`src/rtl/alarm_ctrl_pkg.sv`:
```
// Shared types and defaults for the alarm controller: state encodings,
// button selection and timer defaults.
package alarm_ctrl_pkg;

    typedef enum logic [2:0] {
        StIdle    = 3'd0,
        StSetH    = 3'd1,
        StSetM    = 3'd2,
        StArmed   = 3'd3,
        StRinging = 3'd4,
        StSnooze  = 3'd5
    } alarm_state_e;

    typedef enum logic [2:0] {
        BtnNone   = 3'd0,
        BtnStop   = 3'd1,
        BtnArm    = 3'd2,
        BtnSnooze = 3'd3,
        BtnSet    = 3'd4,
        BtnInc    = 3'd5
    } btn_e;

    localparam int unsigned DefRingTicks   = 8;
    localparam int unsigned DefSnoozeTicks = 5;
    localparam int unsigned DefMaxSnooze   = 3;

    // Only the highest-priority pulse in a cycle acts; the rest are dropped.
    function automatic btn_e pick_btn(input logic stop, input logic arm, input logic snooze,
                                      input logic set, input logic inc);
        if (stop)   return BtnStop;
        if (arm)    return BtnArm;
        if (snooze) return BtnSnooze;
        if (set)    return BtnSet;
        if (inc)    return BtnInc;
        return BtnNone;
    endfunction

endpackage

```
`src/rtl/alarm_tick_timer.sv`:
```
// Tick-enabled up-counter; done pulses on the tick that completes LIMIT ticks.
module alarm_tick_timer #(
    parameter int unsigned LIMIT = 8
) (
    input  logic clk,
    input  logic rst_n,
    input  logic clear,
    input  logic tick,
    output logic done
);

    localparam int unsigned CW = $clog2(LIMIT + 1);
    localparam logic [CW-1:0] LastCnt  = CW'(LIMIT - 1);
    localparam logic [CW-1:0] LimitCnt = CW'(LIMIT);

    logic [CW-1:0] cnt_q, cnt_d;

    always_comb begin
        cnt_d = cnt_q;
        if (clear) begin
            cnt_d = '0;
        end else if (tick && (cnt_q != LimitCnt)) begin
            cnt_d = cnt_q + 1'b1;
        end
    end

    always_ff @(posedge clk or negedge rst_n) begin
        if (!rst_n) begin
            cnt_q <= '0;
        end else begin
            cnt_q <= cnt_d;
        end
    end

    assign done = tick && !clear && (cnt_q == LastCnt);

endmodule

```
`src/rtl/alarm_ctrl.sv`:
```
// Alarm sequencing controller: setpoint entry, arm/disarm, match detection,
// ringing with timeout and bounded snooze.
module alarm_ctrl
    import alarm_ctrl_pkg::*;
#(
    parameter int unsigned W            = 2,
    parameter int unsigned RING_TICKS   = DefRingTicks,
    parameter int unsigned SNOOZE_TICKS = DefSnoozeTicks,
    parameter int unsigned MAX_SNOOZE   = DefMaxSnooze
) (
    input  logic         clk,
    input  logic         rst_n,
    input  logic         tick,
    input  logic [W-1:0] hours,
    input  logic [W-1:0] minutes,
    input  logic [W-1:0] seconds,
    input  logic         set_btn,
    input  logic         inc_btn,
    input  logic         arm_btn,
    input  logic         snooze_btn,
    input  logic         stop_btn,
    output logic [W-1:0] alarm_hours,
    output logic [W-1:0] alarm_minutes,
    output logic [2:0]   state,
    output logic         armed,
    output logic         ring
);

    localparam int unsigned SUW = $clog2(MAX_SNOOZE + 1);
    localparam logic [SUW-1:0] MaxSnz = SUW'(MAX_SNOOZE);

    alarm_state_e   state_q, state_d;
    logic [W-1:0]   ah_q, ah_d, am_q, am_d;
    logic [SUW-1:0] snooze_used_q, snooze_used_d;
    logic           match, match_q, trigger;
    logic           ring_done, snz_done;
    btn_e           btn;

    assign btn     = pick_btn(stop_btn, arm_btn, snooze_btn, set_btn, inc_btn);
    assign match   = (hours == ah_q) && (minutes == am_q) && (seconds == '0);
    assign trigger = match && !match_q;

    // Timers are held clear outside their state, so every entry starts from zero.
    alarm_tick_timer #(.LIMIT(RING_TICKS)) u_ring_timer (
        .clk   (clk),
        .rst_n (rst_n),
        .clear (state_q != StRinging),
        .tick  (tick),
        .done  (ring_done)
    );

    alarm_tick_timer #(.LIMIT(SNOOZE_TICKS)) u_snz_timer (
        .clk   (clk),
        .rst_n (rst_n),
        .clear (state_q != StSnooze),
        .tick  (tick),
        .done  (snz_done)
    );

    always_comb begin
        state_d       = state_q;
        ah_d          = ah_q;
        am_d          = am_q;
        snooze_used_d = snooze_used_q;
        unique case (state_q)
            StIdle: begin
                if (btn == BtnArm)      state_d = StArmed;
                else if (btn == BtnSet) state_d = StSetH;
            end
            StSetH: begin
                if (btn == BtnInc)      ah_d = ah_q + 1'b1;
                else if (btn == BtnSet) state_d = StSetM;
                else if (btn == BtnArm) state_d = StIdle;
            end
            StSetM: begin
                if (btn == BtnInc)      am_d = am_q + 1'b1;
                else if (btn == BtnSet) state_d = StIdle;
                else if (btn == BtnArm) state_d = StArmed;
            end
            StArmed: begin
                if (btn == BtnArm)      state_d = StIdle;
                else if (btn == BtnSet) state_d = StSetH;
                else if (trigger)       state_d = StRinging;
            end
            StRinging: begin
                if (btn == BtnStop) begin
                    state_d = StArmed;
                end else if (btn == BtnArm) begin
                    state_d = StIdle;
                end else if ((btn == BtnSnooze) && (snooze_used_q < MaxSnz)) begin
                    state_d       = StSnooze;
                    snooze_used_d = snooze_used_q + 1'b1;
                end else if (ring_done) begin
                    state_d = StArmed;
                end
            end
            StSnooze: begin
                if (btn == BtnStop)     state_d = StArmed;
                else if (btn == BtnArm) state_d = StIdle;
                else if (snz_done)      state_d = StRinging;
            end
            default: state_d = StIdle;
        endcase
        if ((state_d == StIdle) || (state_d == StArmed)) begin
            snooze_used_d = '0;
        end
    end

    always_ff @(posedge clk or negedge rst_n) begin
        if (!rst_n) begin
            state_q       <= StIdle;
            ah_q          <= '0;
            am_q          <= '0;
            snooze_used_q <= '0;
            match_q       <= 1'b0;
        end else begin
            state_q       <= state_d;
            ah_q          <= ah_d;
            am_q          <= am_d;
            snooze_used_q <= snooze_used_d;
            match_q       <= match;
        end
    end

    assign alarm_hours   = ah_q;
    assign alarm_minutes = am_q;
    assign state         = state_q;
    assign ring          = (state_q == StRinging);
    assign armed         = (state_q == StArmed) || (state_q == StRinging) ||
                           (state_q == StSnooze);

endmodule

```
`config.mk`:
```
export PLATFORM = sky130hd
export DESIGN_NAME = alarm_ctrl
export DESIGN_NICKNAME = d
export VERILOG_FILES = /design/src/rtl/alarm_ctrl_pkg.sv /design/src/rtl/alarm_tick_timer.sv /design/src/rtl/alarm_ctrl.sv
export SDC_FILE = /design/constraint.sdc
export NUM_CORES = 1
export LEC_CHECK = 0
export ABC_AREA = 1
export ABC_CLOCK_PERIOD_IN_PS = 1500
export BUFFER_PORTS_ARGS = -buffer_cell sky130_fd_sc_hd__buf_2
export CAP_MARGIN = 20
export CORE_MARGIN = 2
export CORE_UTILIZATION = 30
export DETAILED_ROUTE_END_ITERATION = 10
export HOLD_SLACK_MARGIN = 0.06
export PLACE_DENSITY = 0.52
export SYNTH_ARGS = -nofsm -noshare
export SYNTH_HDL_FRONTEND = slang
export SYNTH_SLANG_ARGS = --single-unit
```
`constraint.sdc`:
```
create_clock -name clk -period 1.5 [get_ports clk]
set_input_delay 0.15 -clock clk [delete_from_list [all_inputs] [get_ports clk]]
set_output_delay 0.15 -clock clk [all_outputs]
set_load 0.05 [all_outputs]
```
Word level (Yosys, flattened, before mapping)
Cells that the tools add are included.
{"block": "word_totals", "regBits": 17, "in_bits": 14}
{"block": "classes", "add_sub_neg": 5, "n_lt_le_gt_ge": 1, "n_eq_ne": 21, "muxes": 53, "n_reduce_logical": 26}
{"cell": "$mux 3", "n": 30}
{"cell": "$pmux 3 s6", "n": 1}
{"cell": "$eq 3x2->1 const B", "n": 5}
{"cell": "$eq 3x3->1 const B", "n": 5}
{"cell": "$mux 1", "n": 15}
{"cell": "$logic_and 1x1->1", "n": 10}
{"cell": "$mux 2", "n": 5}
{"cell": "$ne 3x3->1 const B", "n": 3}
{"cell": "$mux 4", "n": 2}
{"cell": "$reduce_bool 2->1", "n": 4}
{"cell": "$add 2x1->2 const B", "n": 3}
{"cell": "$eq 3x1->1 const B", "n": 2}
{"cell": "$logic_not 3->1", "n": 2}
{"cell": "$add 4x1->4 const B", "n": 1}
{"cell": "$eq 2x2->1", "n": 2}
{"cell": "$eq 4x3->1 const B", "n": 1}
{"cell": "$ne 2x1->1 const B", "n": 2}
{"cell": "$ne 4x4->1 const B", "n": 1}
{"cell": "$reduce_and 2->1", "n": 2}
{"cell": "$reduce_and 4->1", "n": 1}
{"cell": "$add 3x1->3 const B", "n": 1}
{"cell": "$logic_not 1->1", "n": 3}
{"cell": "$logic_or 1x1->1", "n": 3}
{"cell": "$logic_not 2->1", "n": 1}
{"cell": "$lt 2x2->1 const B", "n": 1}

Depth between registers and ports, before layout
Gate-level depths: netlist of the first run.
{"block": "logic_depth", "depth_word": 26, "mapped_depth": 14}

Cells and area by module
From an unflattened synthesis of the first run, not the netlist that was laid out.
{"block": "hier_totals", "cells_unflattened": 190, "area_unflattened_um2": 1302.5}
{"mod": "alarm_ctrl", "instances": 1, "cells_each": 132, "area_each_um2": 860.8, "seq_area_each_um2": 250.2}
{"mod": "alarm_tick_timer (u_ring_timer)", "instances": 1, "cells_each": 31, "area_each_um2": 239.0, "seq_area_each_um2": 100.1}
{"mod": "alarm_tick_timer (u_snz_timer)", "instances": 1, "cells_each": 27, "area_each_um2": 202.7, "seq_area_each_um2": 75.1}

Least setup slack after synthesis of the first run
OpenSTA, ideal clock, no wires.
{"block": "synth_timing", "path_kind": "reg2reg", "startpoint": "register state_q[2] (netlist: state[2])", "endpoint": "register snooze_used_q[0]", "arrival_time_ns": 1.896, "path_slack_ns": -0.516, "path_stages_with_launch": 12, "n_path_buf": 0, "period_less_slack_ns": 2.016, "path_cell_list": "dfrtp_1 > nand2_2 > nor2_4 > nand2_2 > a21oi_1 > nand3_1 > nand3_1 > nor2_2 > inv_2 > nand2_1 > nand2_1 > nor2_1"}
{"block": "synth_via", "elab_cells_between_ends": 42, "cone_classes": "eq/ne: 10; mux: 20; reduce/logical: 12"}
{"element": "start: declaration", "line": "alarm_ctrl.sv:32", "source": "alarm_state_e state_q, state_d;"}
{"element": "start signal: assignment", "line": "alarm_ctrl.sv:111", "source": "state_q <= StIdle;"}
{"element": "start signal: assignment", "line": "alarm_ctrl.sv:117", "source": "state_q <= state_d;"}
{"element": "$eq 3x3->1 *"}
{"element": "via ring", "line": "alarm_ctrl.sv:26", "source": "output logic ring"}
{"element": "$pmux 3 s6 *", "line": "alarm_ctrl.sv:65", "source": "unique case (state_q)"}
{"element": "via state_d[1]", "line": "alarm_ctrl.sv:32"}
{"element": "$eq 3x2->1 / $logic_not 3->1 (equally long branches)", "line": "alarm_ctrl.sv:104", "source": "if ((state_d == StIdle) || (state_d == StArmed)) begin"}
{"element": "$logic_or 1x1->1 *", "line": "alarm_ctrl.sv:104"}
{"element": "$ne 2x1->1 (no source line) / $reduce_bool 2->1 (equally long branches)"}
{"element": "$reduce_and 4->1 (no source line)"}
{"element": "end signal: assignment", "line": "alarm_ctrl.sv:120", "source": "snooze_used_q <= snooze_used_d;"}
{"element": "end: declaration", "line": "alarm_ctrl.sv:34", "source": "logic [SUW-1:0] snooze_used_q, snooze_used_d;"}
The timed path passes the listed nets; every way through them passes the cells marked *.
A chain may end at the register's enable or synchronous reset.

Worst setup path after layout of the first run
{"block": "layout_timing", "startpoint": "register state_q[1] (netlist: state[1])", "endpoint": "register snooze_used_q[0]"}
{"block": "layout_via", "elab_chain_len": 13, "elab_cells_between_ends": 42, "cone_classes": "eq/ne: 10; mux: 20; reduce/logical: 12"}
{"element": "$ne 3x3->1", "line": "alarm_ctrl.sv:47", "source": ".clear (state_q != StRinging),"}
{"element": "$logic_not 1->1", "line": "alarm_tick_timer.sv:35", "source": "assign done = tick && !clear && (cnt_q == LastCnt);"}
{"element": "$logic_and 1x1->1 (2 in a row)", "line": "alarm_tick_timer.sv:35"}
{"element": "$mux 3", "line": "alarm_ctrl.sv:93", "source": "end else if (ring_done) begin"}
{"element": "$mux 3", "line": "alarm_ctrl.sv:90", "source": "end else if ((btn == BtnSnooze) && (snooze_used_q < MaxSnz)) begin"}
{"element": "$mux 3", "line": "alarm_ctrl.sv:88", "source": "end else if (btn == BtnArm) begin"}
{"element": "$mux 3", "line": "alarm_ctrl.sv:86", "source": "if (btn == BtnStop) begin"}
{"element": "$pmux 3 s6", "line": "alarm_ctrl.sv:65"}
{"element": "$eq 3x2->1 / $logic_not 3->1 (equally long branches)", "line": "alarm_ctrl.sv:104"}
{"element": "$logic_or 1x1->1", "line": "alarm_ctrl.sv:104"}
{"element": "$ne 2x1->1 (no source line) / $reduce_bool 2->1 (equally long branches)"}
{"element": "$reduce_and 4->1 (no source line)"}
Parallel ways exist; a longest one is shown, timed or not.

==> impl_metrics.py, run 1 <==
metrics = {
    "run_status": {
        "status": "completed",
    },
    "setup_path": {
        "crit_required_ps": 1640,
        "critPathSlowestCell": "dfrtp_2",
        "critPathKind": "reg -> reg",
        "r2r_start": "state[1]",
        "arrival_ps": 1630,
        "startpoint": "state[1]",
        "endpoint_kind": "flip-flop",
        "critPathMaxFanout": 5,
        "path_cells": "inv_4 -> nand2_4 -> nor2_4 -> nand2_2 -> o211ai_1 -> nand2_1 -> nand2_1 -> nand4_1 -> nand2_2 -> nor2_1",
        "cpPeakStageDelay_ps": 440,
        "critPathLaunchType": "flip-flop",
    },
    "power_and_ir_drop": {
        "power_frac_clock_pct": 15.3,
        "combPwrFrac_pct": 56.5,
        "powerDensity_nw_per_um2": 1350,
        "power_mw": 2.27,
        "switchingPower_mw": 1.07,
        "leakagePower_nw": 0.874,
        "peakVddDrop_mv": 0.370,
        "intPower_mw": 1.21,
        "power_frac_seq_pct": 28.2,
        "power.share.switching_pct": 46.9,
    },
    "synth": {
        "synth.distinct_cells": 25,
        "postSynthCellCount": 172,
        "yosys_warnings": 0,
        "syn_nets": 192,
        "synth_area_um2": 1210,
        "postSynthAreaPerCell_um2": 7.05,
        "synth-seq-cells": 17,
        "ys_seq_area_share_pct": 35.1,
    },
    "cts": {
        "cts.sinks": 17,
        "clkLatencyLatePin_ps": 250,
        "clk_transition_reported_paths_ps": 70,
        "cts_root_buf": "clkbuf_8",
        "cts_tree": "done",
        "clockBufferDepth": 2,
        "cts.htree.levels": 1,
        "numCtsBuffers": 3,
    },
    "timing": {
        "slew_violations": 0,
        "worstMarginPinSlew_ps": 395,
        "period_share_pct": 99.7,
        "setup_slack_ps": 4.61,
        "rsz0062_at_grt": "yes",
        "skew_ps": 5.27,
        "max_freq_mhz": 669,
        "max_slew_margin_pct": 73.7,
        "period_needed_ps": 1500,
        "holdWs_ps": 173,
        "setup_tns_ps": 0,
        "setup_viol": 0,
        "hold_violations": 0,
    },
    "grt": {
        "grt_util_all_layers_pct": 13.4,
        "antenna_found_initial": 0,
        "grt_first_pass_wirelength_um": 4620,
        "overflow": 0,
        "grt_pass1_vias": 1092,
        "grt_max_degree": 18,
    },
    "placed_design": {
        "place_inst": 258,
        "routabilityCongestion": 0.828,
        "post-dp-hpwl_um": 2060,
        "place_area_um2": 1500,
        "pre_cts_slack_ps": -22.5,
        "numPortBuffers": 22,
    },
    "die": {
        "coreArea_um2": 3940,
        "floorplan.initialDensity_pct": 30.8,
        "die_x_um": 67.6,
        "dieHeight_um": 67.6,
        "io_pins": 23,
        "rows": 23,
        "dieArea_um2": 4570,
    },
    "job": {
        "drv_cap": 0,
    },
    "detailed_routing": {
        "wl_um": 2610,
        "routedWlPerCell_um": 9.78,
        "vias_per_cell": 4.45,
        "vias": 1187,
        "drc_errors": 0,
        "ant_nets": 0,
        "first_pass_iters": 4,
        "drt_iter0_drc": 32,
    },
    "cells_and_area": {
        "layoutNonFillerInstCount": 267,
        "final_util_pct": 42.7,
        "syn2layout_area_growth_pct": 38.7,
        "diodes": 0,
        "final.fill_count": 416,
        "final_nets": 238,
        "final_area_um2": 1680,
        "drive_gt1_share_pct": 39.6,
    },
    "min_path": {
        "min-delay-start": "tick",
        "hp-class": "in -> reg",
    },
}
[final cells by class]
type	count	area, um^2	area share (%)
clock buffer	3	41.3	2.46
clock inverter	1	7.51	0.446
inverter	36	140	8.33
multi-input combinational	119	733	43.6
sequential	17	429	25.5
tap	50	62.6	3.72
timing repair buffer	41	268	15.9
[repair_timing]
| item | in CTS | in global routing |
|---|---|---|
| hold endpoints to repair | 17 | 0 |
| buffers inserted | 2 | 2 |
| hold buffers | 1 | 0 |
| resized for setup | 7 | 23 |
| endpoints found under the setup margin | 4 | 6 |
| pin swaps | 12 | 15 |
[cell families after synthesis]
kind of cell             Yosys count  synth area share, %
multiplexers                       1                0.929
AND/OR/NAND/NOR                   89                 34.8
AO/OA/AOI/OAI                     18                 8.26
flip-flops                        17                 35.1
XOR/XNOR                           5                 3.61
adder cells (fa/ha/maj)            6                 6.19
buffers and inverters             36                 11.1
[power by group through the flow]
stage	sequential, mW	combinational (mW)	clock [mW]
4_1_cts	0.630	1.18	0.369
2_1_floorplan	0.913	0.460	0
3_3_place_gp	0.638	1.11	0
3_5_place_dp	0.638	1.11	0
5_1_grt	0.657	1.42	0.397
6_report	0.641	1.28	0.347
[layout by cell type (no fill, tap or decap), types with 2 or more instances in the layout]
cell type	instances
buf_2	20
inv_1	27
nor2_2	7
a21oi_1	3
buf_4	18
dfrtp_1	14
clkbuf_8	3
nand4_1	6
nor2_1	13
buf_6	2
o21ai_1	3
nand2_2	9
o21ai_0	6
dfrtp_2	3
nand3_1	15
nor2_4	4
xor2_1	5
a21oi_2	2
inv_4	2
nand3_2	4
inv_2	6
nand2_1	27
ha_1	5
[critical path: cells and delay by family, from the launching register on]
kind / cells / cell delay [ps]
AOI/OAI and AO/OA: 1 / 160
buffers and inverters: 1 / 80
DFF: 1 / 440
and+or+nand+nor: 8 / 700
[cells in the mapped netlist, drive strengths merged]
library cell | count | area share (%)
inv | 35 | 11
dfrtp | 17 | 35
o211ai | 1 | 0.62
nor2 | 24 | 9.1
a21oi | 5 | 2.1
clkinv | 1 | 0.31
nand3b | 1 | 0.62
o21ai | 9 | 3.7
a311oi | 1 | 0.72
mux2 | 1 | 0.93
nand4 | 6 | 3.1
xor2 | 5 | 3.6
a31oi | 1 | 0.52
nand3 | 19 | 8.3
o21a | 1 | 0.62
nor3 | 2 | 1.2
nand2 | 37 | 12
ha | 6 | 6.2
[state kept, by name, indices dropped and copies added (netlist names)]
signal,flops
u_ring_timer.cnt_q,4
state,3
u_snz_timer.cnt_q,3
alarm_hours,2
alarm_minutes,2
snooze_used_q,2
match_q,1
[layer usage]
| metal | part of all wire (%) | vias up | GRT usage [%] |
|---|---|---|---|
| met4 | 0.73 | 0 | 3.83 |
| li1 | - | 634 | - |
| met5 | 0 | - | 0 |
| met1 | 47 | 532 | 18.2 |
| met2 | 48 | 19 | 21.2 |
| met3 | 4.8 | 2 | 3.00 |
[worst paths after layout]
| check | cells past startpoint | slack (ps) | to |
|---|---|---|---|
| setup / recovery | 10 | 5 | snooze_used_q[0] |
| hold / removal | 2 | 170 | u_ring_timer.cnt_q[2] |
| setup reg to reg | 10 | 5 | snooze_used_q[0] |
| hold reg to reg | 1 | 500 | u_snz_timer.cnt_q[2] |
| max in group asynchronous | 2 | 840 | state[0] |
| min in group asynchronous | 2 | 350 | u_snz_timer.cnt_q[2] |
Power figures use the tool's default switching activity.
==> run 2, diff against run 1 <==
CORE_UTILIZATION = 39   (was 30)
PLACE_DENSITY = 0.64   (was 0.52)
RECOVER_POWER = 25   (was not set)
==> run 2 against run 1 <==
- the run now ends with negative setup slack left
- flip-flop and latch count is the same
- clock skew shrank 4.9 ps
- hold slack lost 43 ps
- die area shrank 22%
- highest routed layer unchanged
==> impl_metrics.py, run 2 (synthesized netlist as in run 1, its figures left out) <==
metrics = {
    "run_status": {
        "status": "complete, but fails checks",
        "violations": "negative setup slack",
    },
    "grt": {
        "antenna_found_initial": 0,
        "grt_first_pass_wirelength_um": 4720,
        "grt_util_all_layers_pct": 17.5,
        "grt_max_degree": 18,
        "overflow": 0,
        "grt_pass1_vias": 1180,
    },
    "die": {
        "coreArea_um2": 3000,
        "dieArea_um2": 3570,
        "io_pins": 23,
        "dieHeight_um": 59.8,
        "rows": 20,
        "die_x_um": 59.8,
        "floorplan.initialDensity_pct": 40.4,
    },
    "timing": {
        "setup_slack_ps": -56.6,
        "hold_violations": 0,
        "max_freq_mhz": 642,
        "holdWs_ps": 130,
        "period_needed_ps": 1560,
        "setup_viol": 3,
        "setup_tns_ps": -132,
        "rsz0062_at_grt": "yes",
        "max_slew_margin_pct": 34.6,
        "worstMarginPinSlew_ps": 981,
        "slew_violations": 0,
        "skew_ps": 0.410,
        "period_share_pct": 104,
    },
    "placed_design": {
        "routabilityCongestion": 0.879,
        "pre_cts_slack_ps": -35.0,
        "post-dp-hpwl_um": 2170,
        "place_area_um2": 1440,
        "numPortBuffers": 22,
    },
    "setup_path": {
        "r2r_cells": 11,
        "critPathKind": "reg -> reg",
        "critPathCapture": "snooze_used_q[0]",
        "critPathBufInv": 0,
        "startpoint": "u_ring_timer.cnt_q[1]",
        "endpoint_kind": "flip-flop",
        "crit_required_ps": 1700,
        "critPathMaxFanout": 3,
        "cp_top_family": "simple AND/OR/NAND/NOR gates",
        "cpMostUsedCell": "nor2_2",
        "critPathLaunchType": "flip-flop",
        "r2r_start": "u_ring_timer.cnt_q[1]",
        "r2r_setup_slack_ps": -60,
        "path_cells": "ha_2 -> nand2_1 -> nor2_2 -> nand2_2 -> a21oi_2 -> nand3_1 -> nand3_2 -> nor2_2 -> nand4_1 -> nand2_2 -> nor2_2",
        "arrival_ps": 1760,
        "critPathSlowestCell": "dfrtp_1",
        "cpPeakStageDelay_ps": 400,
        "r2r_end": "snooze_used_q[0]",
        "cp.depth": 11,
    },
    "power_and_ir_drop": {
        "powerDensity_nw_per_um2": 1310,
        "leakagePower_nw": 0.861,
        "peakVddDrop_mv": 0.505,
        "power_mw": 2.11,
    },
    "job": {
        "drv_cap": 0,
    },
    "detailed_routing": {
        "routedWlPerCell_um": 12.4,
        "vias": 1239,
        "drc_errors": 0,
        "first_pass_iters": 4,
        "ant_nets": 0,
        "wl_um": 3080,
        "vias_per_cell": 4.98,
        "drt_iter0_drc": 73,
    },
    "cells_and_area": {
        "ff_latch_area_um2": 429,
        "final.fill_count": 289,
        "final_cell_mix": "nand2_1, inv_1, buf_2",
        "syn2layout_area_growth_pct": 33.5,
        "multi_input_area_um2": 719,
        "regMostFlops": "u_ring_timer.cnt_q",
        "drive_gt1_share_pct": 39.4,
        "final_nets": 237,
        "largest_reg_flops": 4,
        "final_common_cell": "nand2_1",
        "final_area_um2": 1620,
        "diodes": 0,
    },
    "min_path": {
        "hp-class": "in -> reg",
        "min-delay-start": "tick",
    },
    "cts": {
        "numCtsBuffers": 3,
        "clkLatencyLatePin_ps": 300,
        "cts.htree.levels": 1,
        "cts.sinks": 17,
        "cts_root_buf": "clkbuf_4",
        "clockBufferDepth": 2,
        "clk_transition_reported_paths_ps": 100,
        "cts_tree": "done",
    },
}
## run 2: cell types whose count changed in the layout (fill, tap and decap cells not counted), sizes merged
cell / delta
clkbuf: +2
buf: -2
clkinvlp: -1
## run 2: worst min-delay path by stage
stage	slack, ps	endpoint	cells past startpoint
after floorplan	-150	alarm_hours[0]	0
after global placement	90	alarm_minutes[1]	1
after detailed placement	110	alarm_minutes[1]	1
after CTS	120	u_ring_timer.cnt_q[2]	2
after global routing	140	u_ring_timer.cnt_q[2]	2
final	130	u_ring_timer.cnt_q[2]	2
## run 2: through the flow
stage / utilization, % / instances
floorplan: - / 172
detailed placement: 47.8 / 235
CTS: 51.7 / 248
global route: 53.9 / 249
global placement: 47.8 / 235
finish: 53.9 / 249
## run 2: repair_timing
| action | in CTS | in global routing |
|---|---|---|
| resized for setup | 8 | 24 |
| pin swaps | 9 | 18 |
| endpoints found under the hold margin | 17 | 0 |
| hold buffers | 1 | 0 |
| endpoints found under the setup margin | 4 | 7 |
| setup buffers | 8 | 1 |
## run 2: final cells by class
type / count / share of cell area, %
clock buffers: 4 / 1.62
repair buffers: 40 / 16.2
well taps: 33 / 2.55
multi-input cells: 119 / 44.4
flip-flops and latches: 17 / 26.5
inverters: 36 / 8.66
## run 2: layer usage
layer / routed length, um / GRT usage [%] / up-vias / part of all wire, %
li1: - / - / 632 / -
met1: 1290 / 19.4 / 570 / 42
met2: 1660 / 32.9 / 35 / 54
met3: 124 / 3.90 / 2 / 4.0
met4: 15 / 5.40 / 0 / 0.49
met5: 0 / 0 / - / 0
## run 2: report_power, final
group / switching (mW) / leakage (nW) / total, mW / internal [mW]
clock network: 0.153 / 0.0150 / 0.257 / 0.104
logic: 0.808 / 0.625 / 1.23 / 0.425
registers: 0.0803 / 0.221 / 0.624 / 0.544
total: 1.04 / 0.861 / 2.11 / 1.07
==> run 3, diff against run 2 <==
CTS_CLUSTER_DIAMETER = 150   (was not set)
PLACE_DENSITY = 0.63   (was 0.64)
SYNTH_HIERARCHICAL = 1   (was not set)
==> run 3 against run 2 <==
- the run still ends with negative setup slack left
- largest power group unchanged
- via count grew 3.3%
- critical endpoint unchanged
- worst setup slack lost 130 ps
- fmax is 7.7% lower
- cell count increased by 16%
- clock power is essentially flat
- design area increased by 12%
- critical path depth up 4
- clock-buffer cell count shrank 1
- hold slack improved by 79 ps
- power shrank 1.2%
==> impl_metrics.py, run 3 <==
metrics = {
    "setup_path": {
        "critPathSlowestCell": "dfrtp_2",
        "cpMostUsedCell": "nand2_2",
        "crit_required_ps": 1690,
        "endpoint_kind": "flip-flop",
        "path_cells": "inv_2 -> nand2_4 -> nor2_4 -> inv_2 -> nor4_4 -> buf_4 -> o211ai_1 -> nand2_1 -> nand2_2 -> nand2_2 -> nor2_4 -> inv_2 -> nand2_2 -> nand2_2 -> nor2_1",
        "r2r_setup_slack_ps": -190,
        "critPathKind": "reg -> reg",
        "critPathMaxFanout": 4,
        "cpPeakStageDelay_ps": 420,
        "r2r_cells": 15,
        "critPathLaunchType": "flip-flop",
        "critPathBufInv": 4,
        "arrival_ps": 1880,
        "cp_top_family": "simple AND/OR/NAND/NOR gates",
        "cp.depth": 15,
    },
    "placed_design": {
        "place_inst": 277,
        "post-dp-hpwl_um": 2170,
        "numPortBuffers": 22,
        "pre_cts_slack_ps": -158,
        "routabilityCongestion": 0.840,
    },
    "synth": {
        "synth_area_leaders": "dfrtp_1, nand2_1, inv_1",
        "synth_top_area_share_pct": 32.7,
        "yosysMostFrequentCell": "nand2_1",
        "synth_area_um2": 1300,
        "synth-simple-area-share_pct": 44.0,
        "synth_flop_cell": "dfrtp_1",
        "yosys-mux-area-fraction_pct": 0.865,
        "async_reset_ff_share_pct": 100,
        "synth_fa_ha_area_share_pct": 5.76,
        "yosys.area.top_type": "dfrtp_1",
        "postSynthAreaPerCell_um2": 6.86,
        "synth-seq-cells": 17,
        "synth_top_cells_by_count": "nand2_1, inv_1, nor2_1, dfrtp_1",
        "synth.distinct_cells": 25,
        "postSynthCellCount": 190,
        "synth-compound-area-share_pct": 3.75,
        "synthXorXnorAreaFrac_pct": 2.02,
        "ys_seq_area_share_pct": 32.7,
        "yosys_warnings": 6,
        "synth_top_family_by_area": "simple AND/OR/NAND/NOR gates",
        "synth_edf_count": 0,
        "syn_nets": 210,
    },
    "power_and_ir_drop": {
        "powerDensity_nw_per_um2": 1150,
        "power_mw": 2.09,
        "leakagePower_nw": 1.01,
        "peakVddDrop_mv": 0.534,
    },
    "timing": {
        "slew_violations": 0,
        "period_share_pct": 112,
        "setup_viol": 4,
        "worstMarginPinSlew_ps": 986,
        "max_freq_mhz": 593,
        "setup_slack_ps": -186,
        "skew_ps": 1.17,
        "hold_violations": 0,
        "period_needed_ps": 1690,
        "max_slew_margin_pct": 34.3,
        "rsz0062_at_grt": "yes",
    },
    "detailed_routing": {
        "vias": 1280,
        "vias_per_cell": 4.43,
        "routedWlPerCell_um": 9.91,
        "first_pass_iters": 4,
        "wl_um": 2870,
        "drt_iter0_drc": 35,
        "drc_errors": 0,
        "ant_nets": 0,
    },
    "cts": {
        "cts.sinks": 17,
        "clk_transition_reported_paths_ps": 110,
        "clockBufferDepth": 2,
        "clkLatencyLatePin_ps": 290,
        "numCtsBuffers": 3,
        "cts_root_buf": "clkbuf_4",
        "cts_tree": "done",
        "cts.htree.levels": 1,
    },
    "grt": {
        "grt_first_pass_wirelength_um": 4840,
        "grt_util_all_layers_pct": 17.1,
        "overflow": 0,
        "antenna_found_initial": 0,
        "grt_max_degree": 18,
        "grt_pass1_vias": 1199,
    },
    "cells_and_area": {
        "final_common_cell": "nand2_1",
        "final_util_pct": 58.5,
        "final_nets": 266,
        "largest_reg_flops": 4,
        "diodes": 0,
        "final.fill_count": 313,
        "layoutNonFillerInstCount": 289,
        "multi_input_area_um2": 807,
        "drive_gt1_share_pct": 40.8,
        "final_cell_mix": "nand2_1, inv_1, buf_4",
        "regMostFlops": "u_ring_timer/cnt_q",
        "syn2layout_area_growth_pct": 39.5,
        "ff_latch_area_um2": 428,
    },
    "run_status": {
        "violations": "negative setup slack",
        "status": "complete, but fails checks",
    },
    "die": {
        "coreArea_um2": 3100,
        "floorplan.initialDensity_pct": 42.0,
        "rows": 20,
        "io_pins": 23,
        "dieArea_um2": 3820,
        "die_x_um": 61.8,
        "dieHeight_um": 61.8,
    },
    "job": {
        "drv_cap": 0,
    },
    "min_path": {
        "hp-class": "in -> reg",
        "hold_depth": 6,
    },
}
==> run 3: changes by cell type in the layout (fill, tap and decap cells not counted), sizes merged, moves of 2 or more <==
cell	before	now
nand3	19	12
nand2	37	62
or2	0	2
xor2	5	3
nor2	24	31
inv	35	38
o21ai	9	3
buf	38	49
==> run 3: kinds of logic after synthesis <==
group / count (synthesis)
AOI/OAI and AO/OA: 9
xor gates and xnor gates: 3
adders and majority gates: 6
buffers and inverters: 38
DFF: 17
muxes: 1
and+or+nand+nor: 116
==> run 3: what timing repair did <==
item / CTS / global route
hold buffers: 1 / 0
endpoints found under the hold margin: 17 / 0
endpoints found under the setup margin: 7 / 10
setup buffers: 5 / 3
resized for setup: 7 / 17
pin swaps: 2 / 6
==> run 3: metrics by stage <==
stage | cell area (um^2) | setup TNS, ps | hold WS (ps)
floorplan | 1330 | -2110 | -146
global placement | 1650 | -212 | 103
detailed placement | 1650 | -308 | 107
CTS | 1740 | -302 | 198
global route | 1820 | -1260 | 252
finish | 1820 | -472 | 209
==> run 3: final cells by class <==
type | instances | share of cell area, %
flip-flops and latches | 17 | 23.6
repair buffers | 51 | 19.6
multi-input cells | 135 | 44.4
inverters | 38 | 7.85
clock buffers | 3 | 1.24
clock inverters | 1 | 0.275
well taps | 44 | 3.03
==> run 3: worst paths after layout <==
check / start / to
setup / recovery: state[1] / snooze_used_q[0]
hold / removal: seconds[0] / match_q
hold reg to reg: alarm_hours[1] / alarm_hours[1]
min in group asynchronous: rst_n / alarm_hours[1]
max in group asynchronous: rst_n / state[2]
setup reg to reg: state[1] / snooze_used_q[0]
==> run 3: worst min-delay path, cell delays in order <==
cell and delay (ps):
buf_2 70, inv_1 30, nand3_1 70, nor2_1 50, nand2_1 70, inv_1 40
==> run 3: report_power, final <==
| part | internal (mW) | switching (mW) |
|---|---|---|
| combinational | 0.451 | 0.783 |
| clock | 0.0992 | 0.155 |
| sequential | 0.528 | 0.0728 |
==> run 3: routing by layer <==
| layer | vias up | part of all wire, % | GRT usage, % |
|---|---|---|---|
| li1 | 690 | - | - |
| met1 | 574 | 49 | 22.6 |
| met2 | 14 | 48 | 28.9 |
| met3 | 2 | 2.2 | 1.86 |
| met4 | 0 | 0.73 | 6.38 |
| met5 | - | 0 | 0 |
